--- config.mk ---
export PLATFORM = sky130hd
export DESIGN_NAME = note_source_sched
export DESIGN_NICKNAME = d
export VERILOG_FILES = /design/src/rtl/note_source_sched_pkg.sv /design/src/rtl/note_rec_mem.sv /design/src/rtl/note_source_sched.sv
export SDC_FILE = /design/constraint.sdc
export NUM_CORES = 1
export LEC_CHECK = 0
export ABC_AREA = 1
export BUFFER_PORTS_ARGS = -buffer_cell sky130_fd_sc_hd__buf_2
export CORE_MARGIN = 2
export CORE_UTILIZATION = 50
export CTS_CLUSTER_DIAMETER = 80
export DETAILED_ROUTE_END_ITERATION = 8
export PLACE_DENSITY_LB_ADDON = 0.15
export SETUP_SLACK_MARGIN = 0.3
export SLEW_MARGIN = 20
export SYNTH_ARGS = -nofsm -noshare
export SYNTH_HDL_FRONTEND = slang
export SYNTH_HIERARCHICAL = 1
export SYNTH_SLANG_ARGS = --single-unit
--- constraint.sdc ---
create_clock -name CLK -period 3.08 [get_ports CLK]
set_input_delay 0.308 -clock CLK [delete_from_list [all_inputs] [get_ports CLK]]
set_output_delay 0.308 -clock CLK [all_outputs]
set_load 0.05 [all_outputs]
--- src/rtl/note_source_sched_pkg.sv ---
// ============================================================================
// note_source_sched_pkg
//   Shared note codes, FSM state encodings and MODE_SEL encodings.
//   Revision: 1.0
// ============================================================================
`default_nettype none

package note_source_sched_pkg;

  localparam logic [3:0] NOTE_NONE = 4'h8;

  localparam logic [2:0] ST_IDLE   = 3'd0;
  localparam logic [2:0] ST_MANUAL = 3'd1;
  localparam logic [2:0] ST_AUTO   = 3'd2;
  localparam logic [2:0] ST_RECORD = 3'd3;
  localparam logic [2:0] ST_PLAY   = 3'd4;
  localparam logic [2:0] ST_DONE   = 3'd5;

  localparam logic [1:0] MODE_MANUAL = 2'b00;
  localparam logic [1:0] MODE_AUTO   = 2'b01;
  localparam logic [1:0] MODE_RECORD = 2'b10;
  localparam logic [1:0] MODE_PLAY   = 2'b11;

  function automatic logic [2:0] mode_state(input logic [1:0] mode);
    logic [2:0] st;
    case (mode)
      MODE_MANUAL: st = ST_MANUAL;
      MODE_AUTO:   st = ST_AUTO;
      MODE_RECORD: st = ST_RECORD;
      default:     st = ST_PLAY;
    endcase
    return st;
  endfunction

endpackage

`default_nettype wire

--- src/rtl/note_rec_mem.sv ---
// ============================================================================
// note_rec_mem
//   Single-port synchronous RAM holding the recorded take; registered read.
//   Revision: 1.0
// ============================================================================
`default_nettype none

module note_rec_mem #(
  parameter int DEPTH = 64,
  parameter int AW    = 6,
  parameter int W     = 4
) (
  input  logic          i_clk,
  input  logic          i_we,
  input  logic [AW-1:0] i_addr,
  input  logic [W-1:0]  i_wdata,
  output logic [W-1:0]  o_rdata
);

  logic [W-1:0] r_mem [DEPTH];
  logic [W-1:0] r_rdata;

  always_ff @(posedge i_clk) begin
    if (i_we) begin
      r_mem[i_addr] <= i_wdata;
    end
    r_rdata <= r_mem[i_addr];
  end

  assign o_rdata = r_rdata;

endmodule

`default_nettype wire

--- src/rtl/note_source_sched.sv ---
// ============================================================================
// note_source_sched
//   Selects the note source (keypad, song sequencer or recorded take) for the
//   tone generator. Optional macro PLAYBACK_LOOP_EN makes playback loop forever.
//   Revision: 1.0
// ============================================================================
`default_nettype none

module note_source_sched
  import note_source_sched_pkg::*;
#(
  parameter int DEPTH  = 64,
  parameter int AW     = 6,
  parameter int NOTE_W = 4
) (
  input  logic              CLK,
  input  logic              RESET,
  input  logic              QBEAT_TICK,
  input  logic [1:0]        MODE_SEL,
  input  logic [NOTE_W-1:0] KEY_NOTE,
  input  logic [NOTE_W-1:0] AUTO_NOTE,
  output logic              AUTO_RESTART,
  output logic [NOTE_W-1:0] note,
  output logic [2:0]        state,
  output logic [AW:0]       rec_len,
  output logic              rec_full
);

  localparam logic [AW:0]       c_DEPTH = (AW+1)'(DEPTH);
  localparam logic [NOTE_W-1:0] c_NONE  = NOTE_W'(NOTE_NONE);

  logic [1:0]        r_mode_q;
  logic [2:0]        r_state, w_state_n;
  logic [NOTE_W-1:0] r_note, w_note_n;
  logic              r_restart;
  logic [AW:0]       r_wr_ptr, w_wr_ptr_n;
  logic [AW:0]       r_rd_ptr, w_rd_ptr_n;
  logic [AW:0]       r_rec_len, w_rec_len_n;
  logic              r_rec_full, w_rec_full_n;
  logic              w_we;
  logic [AW-1:0]     w_mem_addr;
  logic [NOTE_W-1:0] w_rdata;
  logic              w_mode_chg, w_tick, w_take_end;
  logic [AW:0]       w_rd_next, w_rd_adv, w_len_inc;

  // A mode change takes priority over a beat tick in the same cycle.
  assign w_mode_chg = (MODE_SEL != r_mode_q);
  assign w_tick     = QBEAT_TICK & ~w_mode_chg;
  assign w_rd_next  = r_rd_ptr + 1'b1;
  assign w_len_inc  = r_rec_len + 1'b1;

`ifdef PLAYBACK_LOOP_EN
  // Wrap as the last entry is consumed so entry 0 is already prefetched.
  assign w_rd_adv   = (w_rd_next == r_rec_len) ? '0 : w_rd_next;
  assign w_take_end = 1'b0;
`else
  assign w_rd_adv   = w_rd_next;
  assign w_take_end = (r_rd_ptr == r_rec_len);
`endif

  always_ff @(posedge CLK) begin
    if (RESET) begin
      r_state <= ST_IDLE;
    end else begin
      r_state <= w_state_n;
    end
  end

  always_comb begin
    w_state_n = r_state;
    if (w_mode_chg) begin
      w_state_n = ST_IDLE;
    end else begin
      case (r_state)
        ST_IDLE: w_state_n = mode_state(r_mode_q);
        ST_PLAY: begin
          if ((r_rec_len == '0) || (w_tick && w_take_end)) begin
            w_state_n = ST_DONE;
          end
        end
        default: w_state_n = r_state;
      endcase
    end
  end

  always_comb begin
    w_note_n     = r_note;
    w_we         = 1'b0;
    w_wr_ptr_n   = r_wr_ptr;
    w_rd_ptr_n   = r_rd_ptr;
    w_rec_len_n  = r_rec_len;
    w_rec_full_n = r_rec_full;
    if (w_mode_chg) begin
      w_note_n = c_NONE;
    end else begin
      case (r_state)
        ST_IDLE: begin
          w_note_n = c_NONE;
          if (r_mode_q == MODE_RECORD) begin
            w_wr_ptr_n   = '0;
            w_rec_len_n  = '0;
            w_rec_full_n = 1'b0;
          end
          if (r_mode_q == MODE_PLAY) begin
            w_rd_ptr_n = '0;
          end
        end
        ST_MANUAL: w_note_n = KEY_NOTE;
        ST_AUTO:   w_note_n = AUTO_NOTE;
        ST_RECORD: begin
          w_note_n = KEY_NOTE;
          if (w_tick && !r_rec_full) begin
            w_we         = 1'b1;
            w_wr_ptr_n   = r_wr_ptr + 1'b1;
            w_rec_len_n  = w_len_inc;
            w_rec_full_n = (w_len_inc == c_DEPTH);
          end
        end
        ST_PLAY: begin
          if ((r_rec_len == '0) || (w_tick && w_take_end)) begin
            w_note_n = c_NONE;
          end else if (w_tick) begin
            w_note_n   = w_rdata;
            w_rd_ptr_n = w_rd_adv;
          end
        end
        default: w_note_n = c_NONE;
      endcase
    end
  end

  always_ff @(posedge CLK) begin
    if (RESET) begin
      r_mode_q   <= MODE_MANUAL;
      r_note     <= c_NONE;
      r_restart  <= 1'b0;
      r_wr_ptr   <= '0;
      r_rd_ptr   <= '0;
      r_rec_len  <= '0;
      r_rec_full <= 1'b0;
    end else begin
      r_mode_q   <= MODE_SEL;
      r_note     <= w_note_n;
      r_restart  <= (w_state_n == ST_AUTO) && (r_state != ST_AUTO);
      r_wr_ptr   <= w_wr_ptr_n;
      r_rd_ptr   <= w_rd_ptr_n;
      r_rec_len  <= w_rec_len_n;
      r_rec_full <= w_rec_full_n;
    end
  end

  // Read address follows the next pointer so data is ready one cycle ahead.
  assign w_mem_addr = w_we ? r_wr_ptr[AW-1:0] : w_rd_ptr_n[AW-1:0];

  note_rec_mem #(
    .DEPTH (DEPTH),
    .AW    (AW),
    .W     (NOTE_W)
  ) u_mem (
    .i_clk   (CLK),
    .i_we    (w_we),
    .i_addr  (w_mem_addr),
    .i_wdata (KEY_NOTE),
    .o_rdata (w_rdata)
  );

  assign AUTO_RESTART = r_restart;
  assign note         = r_note;
  assign state        = r_state;
  assign rec_len      = r_rec_len;
  assign rec_full     = r_rec_full;

endmodule

`default_nettype wire
==> run metrics <==
status=finished, final reports clean; Synth top area share=58.35%; final worst-path cycle share=a little over nine tenths; Worst-Margin Slew=0.8007 ns; pwr dens=503.8 nW/um^2; clock sinks=between 200 and 300; EDFF count, synth=around 260; DP Area=between 10000 and 15000 um^2; maximum vdd ir drop=roughly 480 uV; worst setup path startpoint=r_mode_q[1]; worst path required time=about 3.5 ns; Largest stage delay, worst path=about 0.36 ns; CORE AREA=about 26000 um^2; clk slew on worst S/H paths=roughly 0.060 ns; crit path capture=u_mem/o_rdata[2]; Clock Latency Late Sink=between 0.5 and 0.6 ns; Main synth FF type=edfxtp_1; largest cells by area after synthesis=edfxtp_1 58%, nand2_1 21%, dfxtp_1 5.3%; hpwl dp=20.46 mm; Final min period=2.885 ns; clock root cell=clkbuf_16; router iterations before antenna repair=4; layout cells sized above 1=between 20% and 30%; Hold Vio Cnt, Final=0; cell taking the most area after synthesis=edfxtp_1; Crit Path Class=flip-flop to flip-flop; total CTS buffers=30; Antenna diodes=0; number of nets in the layout=around 1600; Post-Route WL=34.06 mm; initial antenna violation count=0; gr usage total=about a quarter; H-tree depth=1; Setup crit start kind=flip-flop; first-pass GRT wire length=approximately 52 mm; die area=roughly 28000 um^2; DRC viols=0; largest net degree at the start of global routing=just under 50; Critical Path Most Common Cell=nand2_1; Post-Synthesis Cell Area=approximately 13000 um^2; vias in the first global route=9425; r2r worst-path depth=18; RR Startpoint=r_mode_q[1]; sequential element share of the synthesized area=63.67%; static leakage=approximately 6.7 nW; Syn Nets=between 1000 and 1500; count leader, synth=nand2_1; type of the most critical hold path=input pin to flip-flop; CTS tree=done; Synthesis Warnings=6; I/O pins=29; # setup viols final=0; skew final=~0.027 ns; max-slew violation count=0; Final Wtd Congestion=~0.89; fill cell count=2086; hold_ws=just over 0.1 ns; DR vias=roughly 10000; reg2reg setup slack=0.20 ns; Crit-path slowest cell=dfxtp_4; CP max FO=9; IO Port Bufs=28; Cells after Synth=between 1000 and 1500; max_cap viols=0; Die Wd=between 150 and 200 um; CP Capture Type=flip-flop; Vias/cell=5.269; Routed WL per cell=around 18 um; Iter 0 DRT Violations=roughly 850; # rows=between 50 and 60; P&R area growth vs syn=27.14%; Starting Density=between 50% and 60%; Worst Path Arrival=approximately 3.3 ns; Die Y=approximately 170 um; r2r endpoint=u_mem/o_rdata[2]; Finished Cell Area=roughly 17000 um^2; Mean Syn Cell Area=about 9.3 um^2; worst path cell trace=xnor2_2, nand3_2, nor2_4, nand2_4, o21ai_1, nand2_1, o21ai_4, a21boi_4, buf_12, buf_6, clkbuf_16, or2_1, nand3_1, nand2_1, o21ai_1, nand2_1, nor2_2, nand2_1; unrepaired setup endpoints after global routing=true; total gr overflow=0; ys async rst share=0%; Fmax achieved=approximately 0.35 GHz; Final ANT Viol Nets=0; distinct cell type count after synthesis=46; Slew Limit Headroom=between 40% and 50%; Yosys reg bits=between 200 and 300; clock buffer depth=3; Post-synth top cells=735 x nand2_1, 256 x edfxtp_1, 114 x nor2_1, 62 x inv_1, 35 x dfxtp_1; Tot Pwr=8.439 mW
==> per-stage QoR <==
stage	util (%)	worst slack [ns]	TNS [ns]	instances
2_1_floorplan	-	0.2718	0	1415
3_3_place_gp	54.46	-0.1677	-3.661	1793
3_5_place_dp	54.46	-0.2063	-12.32	1793
4_1_cts	60.57	0.2646	0	1867
5_1_grt	64.46	0.05330	0	1896
6_report	64.46	0.1951	0	1896
==> kinds of logic after synthesis <==
family,count (synthesis),synth area share (%)
AO/OA/AOI/OAI,52,2.583
flip-flops,291,63.67
AND/OR/NAND/NOR,928,27.95
adder cells (fa/ha/maj),8,0.7598
buffers and inverters,124,4.245
XOR/XNOR,12,0.7977
==> power by group <==
group	total, mW	internal (mW)	switching (mW)
sequential	4.30	4.29	0.0133
combinational	0.268	0.0797	0.189
clock	3.87	2.37	1.50
==> layout by cell type (no fill, tap or decap), drive strengths merged, types with 5 or more instances in the layout <==
cell and instances:
dfxtp 35, o211ai 6, o21ai 19, xor2 8, ha 8, clkinvlp 6
a211oi 5, buf 135, or2 8, bufinv 7, a21oi 12, nand2 738
nand3 35, nor3 17, nor2 119, edfxtp 256, clkinv 13, inv 66
nand4 5, clkbuf 41
==> sequential cells by signal (all words and copies together), names as in the netlist <==
name,flops
AUTO_RESTART,1
r_mode_q,2
r_rd_ptr,7
rec_full,1
u_mem/r_mem,256
state,3
u_mem/o_rdata,4
rec_len,7
r_wr_ptr,6
note,4
==> metal layers <==
metal	share of wire [%]	global-route usage, %
met5	0	0
met3	6.0	3.313
met2	48	38.55
met1	44	33.82
met4	2.4	5.960
==> what timing repair did <==
action / 4_1_cts / 5_1_grt
buffers inserted: 13 / 22
pin swaps: 10 / 42
endpoints found under the hold margin: 2 / 0
endpoints found under the setup margin: 260 / 260
hold buffers: 2 / 0
cloned: 3 / 7
gates resized for setup: 92 / 170
==> critical path, delay by kind of cell, from the launching register on <==
| family | cells | cell delay [ns] |
|---|---|---|
| xor+xnor | 1 | 0.18 |
| buf+inv | 3 | 0.46 |
| compound gates | 4 | 0.49 |
| simple gates | 10 | 1.29 |
| flops | 1 | 0.36 |
==> layout make-up <==
type	instances	area, um^2	share of cell area, %
Timing Repair Buffer	144	1504	8.978
Inverter	70	325.3	1.942
Clock buffer	34	765.7	4.571
Tap cell	335	419.2	2.502
Sequential cell	291	8432	50.34
Clock inverter	22	297.8	1.778
Multi-Input combinational cell	1000	5007	29.89
==> worst min path at each step <==
stage / from / to / depth (start not counted)
global route: RESET / r_mode_q[0] / 2
global placement: note[1] / note[1] / 2
CTS: RESET / r_mode_q[1] / 2
detailed placement: note[0] / note[0] / 2
floorplan: RESET / r_rd_ptr[1] / 1
finish: RESET / r_mode_q[1] / 2
(Power assumes the default switching activity.)
